<file path="src/rtl/tcnt_apb_rr_master_arb_if.sv">
// tcnt_apb_rr_master_arb_if: client request/response lanes plus the shared APB master port.
// The master modport is the arbiter side, the slave modport is the client/APB-target side.
interface tcnt_apb_rr_master_arb_if #(
  parameter int NUM_REQ = 4,
  parameter int ADDR_W  = 32,
  parameter int DATA_W  = 32
);
  localparam int STRB_W = DATA_W / 8;
  logic [NUM_REQ-1:0]        req_valid;
  logic [NUM_REQ-1:0]        req_ready;
  logic [NUM_REQ*ADDR_W-1:0] req_addr;
  logic [NUM_REQ-1:0]        req_write;
  logic [NUM_REQ*DATA_W-1:0] req_wdata;
  logic [NUM_REQ*STRB_W-1:0] req_strb;
  logic [NUM_REQ*3-1:0]      req_prot;
  logic [NUM_REQ-1:0]        rsp_valid;
  logic [DATA_W-1:0]         rsp_rdata;
  logic                      rsp_err;
  logic                      rsp_timeout;
  logic [ADDR_W-1:0]         paddr;
  logic                      psel;
  logic                      penable;
  logic                      pwrite;
  logic [2:0]                pprot;
  logic [STRB_W-1:0]         pstrb;
  logic [DATA_W-1:0]         pwdata;
  logic [DATA_W-1:0]         prdata;
  logic                      pready;
  logic                      pslverr;
  modport master (
    input  req_valid, req_addr, req_write, req_wdata, req_strb, req_prot,
    input  prdata, pready, pslverr,
    output req_ready, rsp_valid, rsp_rdata, rsp_err, rsp_timeout,
    output paddr, psel, penable, pwrite, pprot, pstrb, pwdata
  );
  modport slave (
    output req_valid, req_addr, req_write, req_wdata, req_strb, req_prot,
    output prdata, pready, pslverr,
    input  req_ready, rsp_valid, rsp_rdata, rsp_err, rsp_timeout,
    input  paddr, psel, penable, pwrite, pprot, pstrb, pwdata
  );
endinterface

</file>
<file path="src/rtl/tcnt_apb_rr_master_arb.sv">
// tcnt_apb_rr_master_arb: round-robin sharing of one APB master port among NUM_REQ clients,
// one transfer at a time, with registered APB/response outputs and an ACCESS wait timeout.
module tcnt_apb_rr_master_arb #(
  parameter int NUM_REQ = 4,
  parameter int ADDR_W  = 32,
  parameter int DATA_W  = 32,
  parameter int TIMEOUT = 256
) (
  input logic                      pclk,
  input logic                      prstn,
  tcnt_apb_rr_master_arb_if.master bus
);
  localparam int STRB_W = DATA_W / 8;
  localparam int IW = $clog2(NUM_REQ);
  localparam int CW = $clog2(TIMEOUT + 2);
  typedef enum logic [1:0] {IDLE, SETUP, ACCESS} state_t;
  state_t        state;
  state_t        nxt;
  logic [IW-1:0] last_grant;
  logic [IW-1:0] gnt;
  logic [IW-1:0] owner;
  logic [IW:0]   idx;
  logic [CW-1:0] wcnt;
  logic          any_req;
  logic          grant;
  logic          abort;
  logic          done;
  always_ff @(posedge pclk or negedge prstn)
    if (!prstn) state <= IDLE;
    else state <= nxt;
  always_comb
    nxt = grant ? SETUP : (state == SETUP) ? ACCESS : (state == ACCESS && !done) ? ACCESS : IDLE;
  // lowest offset from last_grant wins, so scan offsets from far to near
  always_comb begin
    gnt = last_grant;
    idx = '0;
    for (int k = NUM_REQ; k >= 1; k--) begin
      idx = {1'b0, last_grant} + (IW+1)'(k);
      idx = (idx >= (IW+1)'(NUM_REQ)) ? idx - (IW+1)'(NUM_REQ) : idx;
      gnt = bus.req_valid[idx[IW-1:0]] ? idx[IW-1:0] : gnt;
    end
  end
  always_comb begin
    any_req = |bus.req_valid;
    grant = (state == IDLE) && any_req;
    abort = (TIMEOUT != 0) && (state == ACCESS) && (wcnt == CW'(TIMEOUT));
    done = (state == ACCESS) && (abort || bus.pready);
    bus.req_ready = grant ? NUM_REQ'(1) << gnt : '0;
  end
  // counts ACCESS cycles that saw pready=0; the abort cycle itself ignores pready
  always_ff @(posedge pclk or negedge prstn)
    if (!prstn) wcnt <= '0;
    else if (state != ACCESS) wcnt <= '0;
    else if (!bus.pready && !abort) wcnt <= wcnt + 1'b1;
  always_ff @(posedge pclk or negedge prstn)
    if (!prstn) begin
      bus.psel <= 1'b0;
      bus.penable <= 1'b0;
      bus.paddr <= '0;
      bus.pwrite <= 1'b0;
      bus.pwdata <= '0;
      bus.pstrb <= '0;
      bus.pprot <= '0;
      bus.rsp_valid <= '0;
      bus.rsp_rdata <= '0;
      bus.rsp_err <= 1'b0;
      bus.rsp_timeout <= 1'b0;
      last_grant <= IW'(NUM_REQ - 1);
      owner <= '0;
    end else begin
      bus.psel <= nxt != IDLE;
      bus.penable <= nxt == ACCESS;
      bus.rsp_valid <= done ? NUM_REQ'(1) << owner : '0;
      if (grant) begin
        last_grant <= gnt;
        owner <= gnt;
        bus.pwrite <= bus.req_write[gnt];
        bus.paddr <= bus.req_addr[gnt*ADDR_W +: ADDR_W];
        bus.pprot <= bus.req_prot[gnt*3 +: 3];
        bus.pwdata <= bus.req_write[gnt] ? bus.req_wdata[gnt*DATA_W +: DATA_W] : '0;
        bus.pstrb <= bus.req_write[gnt] ? bus.req_strb[gnt*STRB_W +: STRB_W] : '0;
      end
      if (done) begin
        bus.rsp_rdata <= (abort || bus.pwrite) ? '0 : bus.prdata;
        bus.rsp_err <= abort || bus.pslverr;
        bus.rsp_timeout <= abort;
      end
    end
endmodule

</file>
<file path="src/flat_wrapper.sv">
// flat-port wrapper written by rule: the top's interface ports become plain ports
module tcnt_apb_rr_master_arb_flat 
#(
  parameter int NUM_REQ = 4,
  parameter int ADDR_W  = 32,
  parameter int DATA_W  = 32,
  parameter int TIMEOUT = 256
)
  (pclk, prstn, bus_req_valid, bus_req_addr, bus_req_write, bus_req_wdata, bus_req_strb, bus_req_prot, bus_prdata, bus_pready, bus_pslverr, bus_req_ready, bus_rsp_valid, bus_rsp_rdata, bus_rsp_err, bus_rsp_timeout, bus_paddr, bus_psel, bus_penable, bus_pwrite, bus_pprot, bus_pstrb, bus_pwdata);
  tcnt_apb_rr_master_arb_if #(.NUM_REQ(NUM_REQ), .ADDR_W(ADDR_W), .DATA_W(DATA_W)) bus_i ();
  input logic pclk;
  input logic prstn;
  input wire logic [$bits(bus_i.req_valid)-1:0] bus_req_valid;
  input wire logic [$bits(bus_i.req_addr)-1:0] bus_req_addr;
  input wire logic [$bits(bus_i.req_write)-1:0] bus_req_write;
  input wire logic [$bits(bus_i.req_wdata)-1:0] bus_req_wdata;
  input wire logic [$bits(bus_i.req_strb)-1:0] bus_req_strb;
  input wire logic [$bits(bus_i.req_prot)-1:0] bus_req_prot;
  input wire logic [$bits(bus_i.prdata)-1:0] bus_prdata;
  input wire logic [$bits(bus_i.pready)-1:0] bus_pready;
  input wire logic [$bits(bus_i.pslverr)-1:0] bus_pslverr;
  output wire logic [$bits(bus_i.req_ready)-1:0] bus_req_ready;
  output wire logic [$bits(bus_i.rsp_valid)-1:0] bus_rsp_valid;
  output wire logic [$bits(bus_i.rsp_rdata)-1:0] bus_rsp_rdata;
  output wire logic [$bits(bus_i.rsp_err)-1:0] bus_rsp_err;
  output wire logic [$bits(bus_i.rsp_timeout)-1:0] bus_rsp_timeout;
  output wire logic [$bits(bus_i.paddr)-1:0] bus_paddr;
  output wire logic [$bits(bus_i.psel)-1:0] bus_psel;
  output wire logic [$bits(bus_i.penable)-1:0] bus_penable;
  output wire logic [$bits(bus_i.pwrite)-1:0] bus_pwrite;
  output wire logic [$bits(bus_i.pprot)-1:0] bus_pprot;
  output wire logic [$bits(bus_i.pstrb)-1:0] bus_pstrb;
  output wire logic [$bits(bus_i.pwdata)-1:0] bus_pwdata;
  assign bus_i.req_valid = bus_req_valid;
  assign bus_i.req_addr = bus_req_addr;
  assign bus_i.req_write = bus_req_write;
  assign bus_i.req_wdata = bus_req_wdata;
  assign bus_i.req_strb = bus_req_strb;
  assign bus_i.req_prot = bus_req_prot;
  assign bus_i.prdata = bus_prdata;
  assign bus_i.pready = bus_pready;
  assign bus_i.pslverr = bus_pslverr;
  assign bus_req_ready = bus_i.req_ready;
  assign bus_rsp_valid = bus_i.rsp_valid;
  assign bus_rsp_rdata = bus_i.rsp_rdata;
  assign bus_rsp_err = bus_i.rsp_err;
  assign bus_rsp_timeout = bus_i.rsp_timeout;
  assign bus_paddr = bus_i.paddr;
  assign bus_psel = bus_i.psel;
  assign bus_penable = bus_i.penable;
  assign bus_pwrite = bus_i.pwrite;
  assign bus_pprot = bus_i.pprot;
  assign bus_pstrb = bus_i.pstrb;
  assign bus_pwdata = bus_i.pwdata;
  tcnt_apb_rr_master_arb #(.NUM_REQ(NUM_REQ), .ADDR_W(ADDR_W), .DATA_W(DATA_W), .TIMEOUT(TIMEOUT)) u_core (.pclk(pclk), .prstn(prstn), .bus(bus_i));
endmodule
</file>
<file path="config.mk">
export PLATFORM = sky130hd
export DESIGN_NAME = tcnt_apb_rr_master_arb_flat
export DESIGN_NICKNAME = d
export VERILOG_FILES = /design/src/rtl/tcnt_apb_rr_master_arb_if.sv /design/src/rtl/tcnt_apb_rr_master_arb.sv /design/src/flat_wrapper.sv
export SDC_FILE = /design/constraint.sdc
export NUM_CORES = 1
export LEC_CHECK = 0
export CORE_AREA = 2 2 175 177
export CTS_CLUSTER_DIAMETER = 100
export DETAILED_ROUTE_END_ITERATION = 10
export DIE_AREA = 0 0 177 179
export PLACE_DENSITY = 0.61
export SKIP_CTS_REPAIR_TIMING = 1
export SYNTH_ARGS = -nofsm -noshare
export SYNTH_HDL_FRONTEND = slang
export SYNTH_SLANG_ARGS = --single-unit
</file>
<file path="constraint.sdc">
create_clock -name pclk -period 4.3 [get_ports pclk]
set_input_delay 0.43 -clock pclk [delete_from_list [all_inputs] [get_ports pclk]]
set_output_delay 0.43 -clock pclk [all_outputs]
set_load 0.01 [all_outputs]
</file>
==> results of run 1 <==
## critical path: cells and delay by family
kind	cells	cell delay, ns
buffers and inverters	3	1.28
and+or+nand+nor	4	0.94
## registers in the layout (all words and copies together) (netlist names), 2 cells and up
signal	flops
u_core.bus.paddr	32
u_core.bus.pwdata	32
u_core.bus.rsp_rdata	32
u_core.wcnt	9
u_core.bus.pstrb	4
u_core.bus.rsp_valid	4
u_core.bus.pprot	3
u_core.last_grant	2
u_core.owner	2
## cells by family (layout without fill, tap and decap cells)
| group | Yosys count | in the layout | share of synthesized area [%] |
|---|---|---|---|
| AND/OR/NAND/NOR | 192 | 192 | 12.9 |
| flip-flops | 126 | 126 | 46.9 |
| multiplexers | 108 | 108 | 23.4 |
| AO/OA/AOI/OAI | 85 | 85 | 11.6 |
| buffers and inverters | 50 | 491 | 3.85 |
| XOR/XNOR | 8 | 8 | 1.04 |
| adder cells (fa/ha/maj) | 2 | 2 | 0.372 |
## through the flow
stage | setup slack, ns | cells
after floorplan | 2.08 | 571
after global placement | 1.19 | 1376
after detailed placement | 1.21 | 1376
after CTS | 1.21 | 1408
after global routing | 1.01 | 1408
final | 1.21 | 1408
## metal layers
metal / track usage (%) / vias up / part of all wire [%]
met2: 27.0 / 294 / 48
met3: 5.41 / 21 / 8.6
met1: 20.6 / 3063 / 42
li1: - / 2983 / -
met4: 3.99 / 0 / 1.3
met5: 0 / - / 0
## synth_stat cells (all sizes together) (4+ instances only)
| library cell | n |
|---|---|
| clkbuf | 19 |
| buf | 27 |
| xor2 | 7 |
| inv | 4 |
| nand2 | 77 |
| mux2 | 35 |
| nor2 | 54 |
| dfrtp | 124 |
| a21oi | 4 |
| nand4 | 4 |
| mux4 | 36 |
| a22o | 36 |
| mux2i | 37 |
| a221o | 35 |
| nand3 | 34 |
| nand2b | 7 |
| nor3 | 4 |
## worst max path at each step
stage | from | cells past startpoint | to
floorplan | u_core.last_grant[1]$_DFFE_PN1P_ | 7 | u_core.bus.pstrb[3]$_DFFE_PN0P_
global placement | bus_req_valid[1] | 7 | bus_req_ready[2]
detailed placement | bus_req_valid[3] | 7 | bus_req_ready[3]
CTS | bus_req_valid[3] | 7 | bus_req_ready[3]
global route | bus_req_valid[0] | 7 | bus_req_ready[3]
finish | bus_req_valid[3] | 7 | bus_req_ready[3]
## where the power goes
part / switching, mW / leakage, nW / internal (mW)
Sequential: 0.315 / 1.62 / 1.68
Combinational: 1.79 / 3.18 / 2.13
Clock: 0.629 / 0.276 / 0.817
## layout make-up
type / count / area share, %
clock inverters: 15 / 1.24
flip-flops and latches: 126 / 26.0
well taps: 396 / 4.09
inverters: 4 / 0.124
multi-input cells: 395 / 27.5
repair buffers: 455 / 37.5
clock buffers: 17 / 3.51
## cell usage in the layout (no fill, tap or decap), drive strengths merged, types with 2 or more instances in the layout
cell,n
clkinvlp,3
mux4,36
nor2,54
and3,3
mux2,35
nand3,34
dfstp,2
a21oi,4
mux2i,37
a22o,36
nand4,4
clkbuf,17
or2,2
nor3,4
a221o,35
clkdlybuf4s50,442
nor4,2
inv,13
o21a,2
buf,13
nand2b,7
ha,2
or3,2
nand2,77
a21o,2
clkinv,2
xor2,7
o21ai,3
dfrtp,124
==> impl_metrics.env, run 1 <==
export IMPL_numClockSinks=126
export IMPL_tightest_slew_ns=0.997
export IMPL_drive_gt1_share_pct=9.39
export IMPL_ant_nets=0
export IMPL_multi_input_area_mm2=0.00334
export IMPL_ir_drop_v=0.000316
export IMPL_die_width_um=177
export IMPL_synth_edf_count=0
export IMPL_crit_slowest_cell="clkdlybuf4s50_1"
export IMPL_final_cell_area_mm2=0.0121
export IMPL_synthCells=571
export IMPL_drcViolationCount=0
export IMPL_fin_hold_ws_ns=0.141
export IMPL_root_buffer="clkbuf_16"
export IMPL_slew_viol_final=0
export IMPL_synth_flop_cell="dfrtp_1"
export IMPL_dieArea_mm2=0.0317
export IMPL_slew_limit_headroom_pct=33.5
export IMPL_cap_violations=0
export IMPL_fillers=2918
export IMPL_power_density_mw_per_mm2=607
export IMPL_nNetsFinal=1329
export IMPL_yosysTopAreaCellShare_pct=46.1
export IMPL_grt_use_total_pct=16.3
export IMPL_dpl_cell_area_mm2=0.0116
export IMPL_ff2ff_setup_slack_ns=1.57
export IMPL_io_buffers=443
export IMPL_wl_um=27300
export IMPL_yosysTopAreaCell="dfrtp_1"
export IMPL_arrival_ns=2.66
export IMPL_num_vias=6361
export IMPL_gr_total_overflow=0
export IMPL_synth_seq_cells=126
export IMPL_insertion_delay_ns=0.41
export IMPL_timing_setup_tns_ns=0
export IMPL_diodes=0
export IMPL_drtIter0Drc=444
export IMPL_outcome="finished, final reports clean"
export IMPL_startpoint_type="input port"
export IMPL_yosys_cell_types_count=42
export IMPL_synth_area_mm2=0.00673
export IMPL_r2r_end="u_core.bus.rsp_rdata[20]$_DFFE_PN0P_"
export IMPL_path_cells="clkdlybuf4s50_1 -> nor4_1 -> or3_4 -> inv_2 -> nand2_1 -> nor2_1 -> clkdlybuf4s50_1"
export IMPL_p_leak_nw=5.07
export IMPL_place_congestion=0.801
export IMPL_fmax_ghz=0.323
export IMPL_cts_buffers=17
export IMPL_hold_path_class="in2async"
export IMPL_async_reset_ff_share_pct=100
export IMPL_synth_area_per_cell_um2=11.8
export IMPL_grt_pass1_wl_um=39100
export IMPL_ios=444
export IMPL_wl_per_cell_um=19.4
export IMPL_yosys_top_cells_area="dfrtp_1 46%, mux4_2 12%, mux2_1 5.9%"
export IMPL_rsz0062_at_grt="false"
export IMPL_hold_viol=0
export IMPL_coreArea_mm2=0.0300
export IMPL_cp_max_fo=33
export IMPL_h_tree_depth=4
export IMPL_cts_tree="done"
export IMPL_viasPerCell=4.52
export IMPL_setup_viol=0
export IMPL_rr_worst_depth=6
export IMPL_r2r_start="u_core.wcnt[6]$_DFFE_PN0N_"
export IMPL_max_stage_delay_ns=0.55
export IMPL_min_period_over_period_pct=71.9
export IMPL_synth_warnings=0
export IMPL_critPathKind="in2out"
export IMPL_syn_to_final_growth_pct=80.1
export IMPL_cts_buffer_depth=2
export IMPL_utilization_pct=40.4
export IMPL_fp_dieH_um=179
export IMPL_antenna_found_initial=0
export IMPL_fin_total_pwr_mw=7.37
export IMPL_syn_num_nets=901
export IMPL_first_pass_iters=4
export IMPL_initial_utilization_pct=22.4
export IMPL_std_cell_rows=64
export IMPL_clk_pin_slew_ns=0.07
export IMPL_grt_max_degree=101
export IMPL_synth_seq_area_share_pct=46.9
export IMPL_clock_skew_final_ns=0.0144
export IMPL_place_hpwl_um=20800
export IMPL_worstPathRequired_ns=3.87
export IMPL_crit_top_cell="clkdlybuf4s50_1"
export IMPL_finalCriticalPeriod_ns=3.09
export IMPL_grt_pass1_vias=6440
export IMPL_regArea_mm2=0.00316
export IMPL_endpoint_kind="output pin"
(Power assumes the default switching activity.)
==> run 2, diff against run 1 <==
--- a/config.mk
+++ b/config.mk
@@ -5,10 +5,10 @@
 export SDC_FILE = /design/constraint.sdc
 export NUM_CORES = 1
 export LEC_CHECK = 0
-export CORE_AREA = 2 2 175 177
+export CORE_AREA = 2 2 174 176
 export CTS_CLUSTER_DIAMETER = 100
 export DETAILED_ROUTE_END_ITERATION = 10
-export DIE_AREA = 0 0 177 179
+export DIE_AREA = 0 0 176 178
 export PLACE_DENSITY = 0.61
 export SKIP_CTS_REPAIR_TIMING = 1
 export SYNTH_ARGS = -nofsm -noshare
==> constraint.sdc (replaced) <==
create_clock -name pclk -period 3 [get_ports pclk]
set_input_delay 0.3 -clock pclk [delete_from_list [all_inputs] [get_ports pclk]]
set_output_delay 0.3 -clock pclk [all_outputs]
set_load 0.01 [all_outputs]
==> run 2 against run 1 <==
  * Routed wire length grew 0.94%
  * Cell area grew 1.6%
  * First-iteration DRC count shrank 23%
  * Non-clock buffer count grew 10
  * Setup slack lost 0.96 ns
  * Cell count grew 0.28%
  * Via count grew 1.9%
  * Clock skew shrank 0.00079 ns
  * Power grew 49%
  * Die area shrank 1.1%
  * Largest cell class unchanged
==> impl_metrics.env, run 2 (synthesis results as in run 1) <==
export IMPL_outcome="finished, final reports clean"
export IMPL_clock_skew_final_ns=0.0136
export IMPL_initial_utilization_pct=22.9
export IMPL_grt_pass1_vias=6731
export IMPL_reg_top3="u_core.bus.paddr (32), u_core.bus.pwdata (32), u_core.bus.rsp_rdata (32)"
export IMPL_antenna_found_initial=1
export IMPL_fin_hold_ws_ns=0.443
export IMPL_p_leak_nw=5.17
export IMPL_hold_viol=0
export IMPL_regArea_mm2=0.00316
export IMPL_cts_tree="done"
export IMPL_endpoint_kind="output pin"
export IMPL_path_cells="nand2b_1 -> a21oi_1 -> nor3_2 -> buf_4 -> buf_4 -> nor3_1 -> clkdlybuf4s50_1"
export IMPL_final_common_cell="clkdlybuf4s50_1"
export IMPL_fp_dieH_um=178
export IMPL_startpoint_type="flip-flop"
export IMPL_most_common_layout_cells="442 x clkdlybuf4s50_1, 124 x dfrtp_1, 77 x nand2_1"
export IMPL_viasPerCell=4.59
export IMPL_insertion_delay_ns=0.41
export IMPL_gr_total_overflow=0
export IMPL_cap_violations=0
export IMPL_slew_viol_final=0
export IMPL_cts_buffer_depth=2
export IMPL_swShare_pct=36.3
export IMPL_grt_use_total_pct=17.1
export IMPL_min_period_over_period_pct=91.9
export IMPL_std_cell_rows=63
export IMPL_comb_power_share_pct=53.7
export IMPL_nNetsFinal=1339
export IMPL_slew_limit_headroom_pct=49.3
export IMPL_h_tree_depth=4
export IMPL_cp_max_fo=7
export IMPL_p_int_mw=6.96
export IMPL_setup_ws_ns=0.244
export IMPL_num_vias=6483
export IMPL_finalCriticalPeriod_ns=2.76
export IMPL_drtIter0Drc=341
export IMPL_ir_drop_v=0.000531
export IMPL_die_width_um=176
export IMPL_ios=444
export IMPL_ant_nets=0
export IMPL_diodes=0
export IMPL_first_pass_iters=4
export IMPL_p_seq_share_pct=26.2
export IMPL_wl_per_cell_um=19.5
export IMPL_utilization_pct=41.9
export IMPL_drive_gt1_share_pct=10.2
export IMPL_place_hpwl_um=21100
export IMPL_max_stage_delay_ns=0.60
export IMPL_placedCellCount=1379
export IMPL_grt_pass1_wl_um=40500
export IMPL_drcViolationCount=0
export IMPL_power_switching_mw=3.98
export IMPL_arrival_ns=2.46
export IMPL_setup_viol=0
export IMPL_power_density_mw_per_mm2=888
export IMPL_syn_to_final_growth_pct=83.0
export IMPL_coreArea_mm2=0.0294
export IMPL_crit_slowest_cell="dfstp_2"
export IMPL_timing_setup_tns_ns=0
export IMPL_dieArea_mm2=0.0313
export IMPL_place_congestion=0.780
export IMPL_clk_pin_slew_ns=0.06
export IMPL_rsz0062_at_grt="false"
export IMPL_critPathTopFamily="buffers and inverters"
export IMPL_grt_max_degree=78
export IMPL_pwr_share_clk_pct=20.2
export IMPL_dp_slack_ns=0.269
export IMPL_multi_input_area_mm2=0.00334
export IMPL_io_buffers=443
export IMPL_final_cells=1412
export IMPL_tightest_slew_ns=0.760
export IMPL_cts_buffers=17
export IMPL_worstPathRequired_ns=2.70
export IMPL_cp_buffers_inverters=3
export IMPL_numClockSinks=126
export IMPL_wl_um=27600
export IMPL_fillers=2808
export IMPL_crit_top_cell="buf_4"
export IMPL_critPathKind="reg2out"
export IMPL_fmax_ghz=0.363
export IMPL_hold_path_class="in2reg"
export IMPL_root_buffer="clkbuf_16"
run 2: routing by layer:
metal | part of all wire (%) | routed length (µm) | track usage, % | vias up
li1 | - | - | - | 3013
met1 | 39 | 10900 | 20.9 | 3142
met2 | 50 | 13700 | 29.2 | 308
met3 | 9.4 | 2590 | 5.97 | 20
met4 | 1.4 | 399 | 4.03 | 0
met5 | 0 | 0 | 0 | -
run 2: final cells by class:
cell class,instances,share of cell area (%)
Inverter,4,0.122
Clock buffer,18,3.57
Sequential cell,126,25.6
Timing Repair Buffer,465,38.2
Clock inverter,14,1.47
Multi-Input combinational cell,395,27.1
Tap cell,390,3.96
run 2: final timing paths:
kind                                                           start                                    to  slack, ns  cells past startpoint
worst max-delay path                u_core.last_grant[1]$_DFFE_PN1P_                      bus_req_ready[1]       0.24                      7
worst min-delay path                                  bus_prdata[18]  u_core.bus.rsp_rdata[18]$_DFFE_PN0P_       0.44                      3
worst max register to register      u_core.last_grant[1]$_DFFE_PN1P_      u_core.bus.pwdata[1]$_DFFE_PN0P_       0.55                      7
worst min register to register  u_core.bus.rsp_rdata[19]$_DFFE_PN0P_  u_core.bus.rsp_rdata[19]$_DFFE_PN0P_       0.47                      2
max in group asynchronous                                      prstn  u_core.bus.rsp_rdata[14]$_DFFE_PN0P_       1.69                      3
min in group asynchronous                                      prstn  u_core.bus.rsp_rdata[28]$_DFFE_PN0P_       0.49                      2
run 2: worst reg2reg max path: cells and delay by family, from the launching register on:
family	cells	cell delay [ns]
AOI/OAI and AO/OA	2	0.30
buffers and inverters	2	0.49
DFF	1	0.60
muxes	1	0.53
and+or+nand+nor	2	0.43
run 2: stage by stage:
stage	power, mW	instance area, µm²
final	10.9	12300
after floorplan	5.99	6730
after CTS	11.1	12300
after global routing	11.6	12300
after global placement	8.77	11700
after detailed placement	8.84	11700
run 2: power by group through the flow:
stage	registers (mW)	logic (mW)	clock network, mW
floorplan	3.10	2.90	0
finish	2.86	5.87	2.21
global placement	2.87	5.89	0
global route	2.96	6.33	2.35
CTS	2.87	5.96	2.27
detailed placement	2.88	5.96	0
==> run 3, diff against run 2 <==
--- a/config.mk
+++ b/config.mk
@@ -5,11 +5,13 @@
 export SDC_FILE = /design/constraint.sdc
 export NUM_CORES = 1
 export LEC_CHECK = 0
+export ABC_AREA = 1
+export CAP_MARGIN = 20
 export CORE_AREA = 2 2 174 176
 export CTS_CLUSTER_DIAMETER = 100
 export DETAILED_ROUTE_END_ITERATION = 10
 export DIE_AREA = 0 0 176 178
-export PLACE_DENSITY = 0.61
+export PLACE_DENSITY = 0.69
 export SKIP_CTS_REPAIR_TIMING = 1
 export SYNTH_ARGS = -nofsm -noshare
 export SYNTH_HDL_FRONTEND = slang
==> run 3 against run 2 <==
  * First-iteration DRC count up 57%
  * Largest power group unchanged
  * Critical path depth rose by 6
  * Critical endpoint is now u_core.bus.pwdata[30]$_DFFE_PN0P_
  * Highest routed layer unchanged
  * Combinational power grew 89%
==> impl_metrics.env, run 3 <==
export IMPL_outcome="finished, final reports clean"
export IMPL_numClockSinks=126
export IMPL_rsz0062_at_grt="false"
export IMPL_worstPathRequired_ns=3.30
export IMPL_yosys_cell_types_count=35
export IMPL_place_congestion=0.948
export IMPL_finalCriticalPeriod_ns=2.84
export IMPL_fp_dieH_um=178
export IMPL_dpl_cell_area_mm2=0.0134
export IMPL_most_common_layout_cells="492 x nand2_1, 438 x clkdlybuf4s50_1, 233 x inv_1"
export IMPL_critPathKind="reg2reg"
export IMPL_startpoint_type="flip-flop"
export IMPL_synth_seq_area_share_pct=35.8
export IMPL_num_vias=9937
export IMPL_min_path_cells=3
export IMPL_syn_num_nets=1702
export IMPL_rr_worst_depth=13
export IMPL_ant_nets=0
export IMPL_ios=444
export IMPL_setup_ws_ns=0.161
export IMPL_path_cells="dlymetal6s2s_1 -> nand2_1 -> nand2_1 -> nand2_1 -> nand2_2 -> inv_2 -> nand3_4 -> buf_12 -> nand3_1 -> nand3_2 -> nand2_4 -> nand3_1 -> nand2_1"
export IMPL_antenna_found_initial=1
export IMPL_cts_buffer_depth=2
export IMPL_drcViolationCount=0
export IMPL_wl_per_cell_um=15.5
export IMPL_cap_violations=0
export IMPL_first_pass_iters=5
export IMPL_place_hpwl_um=25000
export IMPL_crit_slowest_cell="dfstp_2"
export IMPL_endpoint_kind="flip-flop"
export IMPL_cp_max_fo=109
export IMPL_async_reset_ff_share_pct=100
export IMPL_synth_seq_cells=126
export IMPL_insertion_delay_ns=0.42
export IMPL_drive_gt1_share_pct=6.12
export IMPL_fin_hold_ws_ns=0.437
export IMPL_final_common_cell="nand2_1"
export IMPL_synth_commonest_cells="493 x nand2_1, 234 x inv_1, 225 x nand3_1"
export IMPL_synth_most_common_cell="nand2_1"
export IMPL_yosysTopAreaCell="dfrtp_1"
export IMPL_yosysTopAreaCellShare_pct=35.2
export IMPL_synthCells=1372
export IMPL_max_stage_delay_ns=0.61
export IMPL_initial_utilization_pct=30.0
export IMPL_slew_limit_headroom_pct=47.9
export IMPL_io_buffers=443
export IMPL_grt_max_degree=110
export IMPL_reg_top3="u_core.bus.paddr (32), u_core.bus.pwdata (32), u_core.bus.rsp_rdata (32)"
export IMPL_critPathTopFamily="simple AND/OR/NAND/NOR gates"
export IMPL_synth_warnings=0
export IMPL_die_width_um=176
export IMPL_cts_tree="done"
export IMPL_coreArea_mm2=0.0294
export IMPL_crit_top_cell="nand2_1"
export IMPL_grt_pass1_vias=9591
export IMPL_final_cell_area_mm2=0.0141
export IMPL_cp_buffers_inverters=3
export IMPL_p_leak_nw=7.34
export IMPL_nNetsFinal=2098
export IMPL_power_density_mw_per_mm2=1130
export IMPL_std_cell_rows=63
export IMPL_ir_drop_v=0.000996
export IMPL_synth_area_mm2=0.00882
export IMPL_setup_viol=0
export IMPL_synth_edf_count=0
export IMPL_root_buffer="clkbuf_16"
export IMPL_dieArea_mm2=0.0313
export IMPL_dp_slack_ns=0.175
export IMPL_wl_um=33600
export IMPL_fin_total_pwr_mw=15.9
export IMPL_viasPerCell=4.58
export IMPL_hold_path_class="in2reg"
export IMPL_slew_viol_final=0
export IMPL_clock_skew_final_ns=0.0134
export IMPL_synth_area_per_cell_um2=6.43
export IMPL_synth_flop_cell="dfrtp_1"
export IMPL_yosys_top_cells_area="dfrtp_1 35%, nand2_1 21%, nand3_1 13%"
export IMPL_fillers=2930
export IMPL_grt_pass1_wl_um=51500
export IMPL_min_period_over_period_pct=94.6
export IMPL_gr_total_overflow=0
export IMPL_h_tree_depth=4
export IMPL_grt_use_total_pct=21.0
export IMPL_tightest_slew_ns=0.781
export IMPL_syn_to_final_growth_pct=59.4
export IMPL_path_depth=13
export IMPL_drtIter0Drc=537
export IMPL_cts_buffers=17
export IMPL_hold_viol=0
export IMPL_clk_pin_slew_ns=0.07
export IMPL_arrival_ns=3.14
export IMPL_fmax_ghz=0.352
==> run 3: cell types whose count changed after synthesis, moves of 8 or more <==
cell / previous run / this run
nand3b_1: 0 / 35
nand2_1: 77 / 493
mux4_2: 36 / 0
nand2_2: 0 / 8
nand3_2: 0 / 32
a22o_1: 36 / 0
mux2_1: 35 / 0
mux2i_1: 37 / 0
buf_6: 3 / 13
buf_2: 12 / 53
a221o_1: 35 / 0
nand3_1: 34 / 225
o21ai_1: 1 / 36
inv_1: 3 / 234
==> run 3: layout make-up <==
class                   instances  area (µm²)  area share, %
well taps                     390         488           3.47
diodes                          1        2.50         0.0178
inverters                     239         900           6.40
clock inverters                14         144           1.02
repair buffers                467        4680           33.3
multi-input cells             917        4270           30.3
flip-flops and latches        126        3160           22.4
clock buffers                  18         429           3.05
==> run 3: kinds of logic (layout without fill, tap and decap cells) <==
group	after synthesis	in the layout	synth area share [%]
and+or+nand+nor	858	858	44.2
buffers and inverters	329	738	16.3
DFF	126	126	35.8
AOI/OAI and AO/OA	55	55	3.20
adders and majority gates	2	2	0.284
xor gates and xnor gates	2	2	0.199
other	0	1	0
==> run 3: where the power goes <==
group	total, mW	internal (mW)	switching [mW]
sequential	2.80	2.41	0.390
combinational	11.1	4.10	6.99
clock	2.04	1.17	0.869
total	15.9	7.68	8.25
==> run 3: worst paths after layout <==
| path | startpoint | to | slack [ns] |
|---|---|---|---|
| setup / recovery | u_core.last_grant[0]$_DFFE_PN1P_ | u_core.bus.pwdata[30]$_DFFE_PN0P_ | 0.16 |
| hold / removal | bus_prdata[5] | u_core.bus.rsp_rdata[5]$_DFFE_PN0P_ | 0.44 |
| setup reg to reg | u_core.last_grant[0]$_DFFE_PN1P_ | u_core.bus.pwdata[30]$_DFFE_PN0P_ | 0.16 |
| hold reg to reg | u_core.owner[1]$_DFFE_PN0P_ | u_core.bus.rsp_valid[1]$_DFF_PN0_ | 0.45 |
| max in group asynchronous | prstn | u_core.bus.paddr[11]$_DFFE_PN0P_ | 1.63 |
| min in group asynchronous | prstn | u_core.bus.rsp_rdata[2]$_DFFE_PN0P_ | 0.45 |
==> run 3: routing by layer <==
layer | routed length [µm] | up-vias | track usage (%) | share of wire [%]
met5 | 0 | - | 0 | 0
met4 | 1050 | 0 | 7.30 | 3.1
met3 | 2550 | 54 | 5.26 | 7.6
met2 | 16500 | 391 | 36.9 | 49
met1 | 13500 | 4511 | 24.9 | 40
li1 | - | 4981 | - | -
==> run 3: tightest hold or removal path, cell delays in order <==
cell and delay [ns]:
clkdlybuf4s50_1 0.40, nand3_1 0.08, nand2_1 0.04
==> run 3: metrics by stage <==
stage | instances | utilization [%] | setup TNS (ns)
global route | 2172 | 47.8 | 0
finish | 2172 | 47.8 | 0
floorplan | 1372 | - | 0
CTS | 2168 | 47.7 | -0.415
global placement | 2135 | 45.6 | 0
detailed placement | 2136 | 45.7 | 0
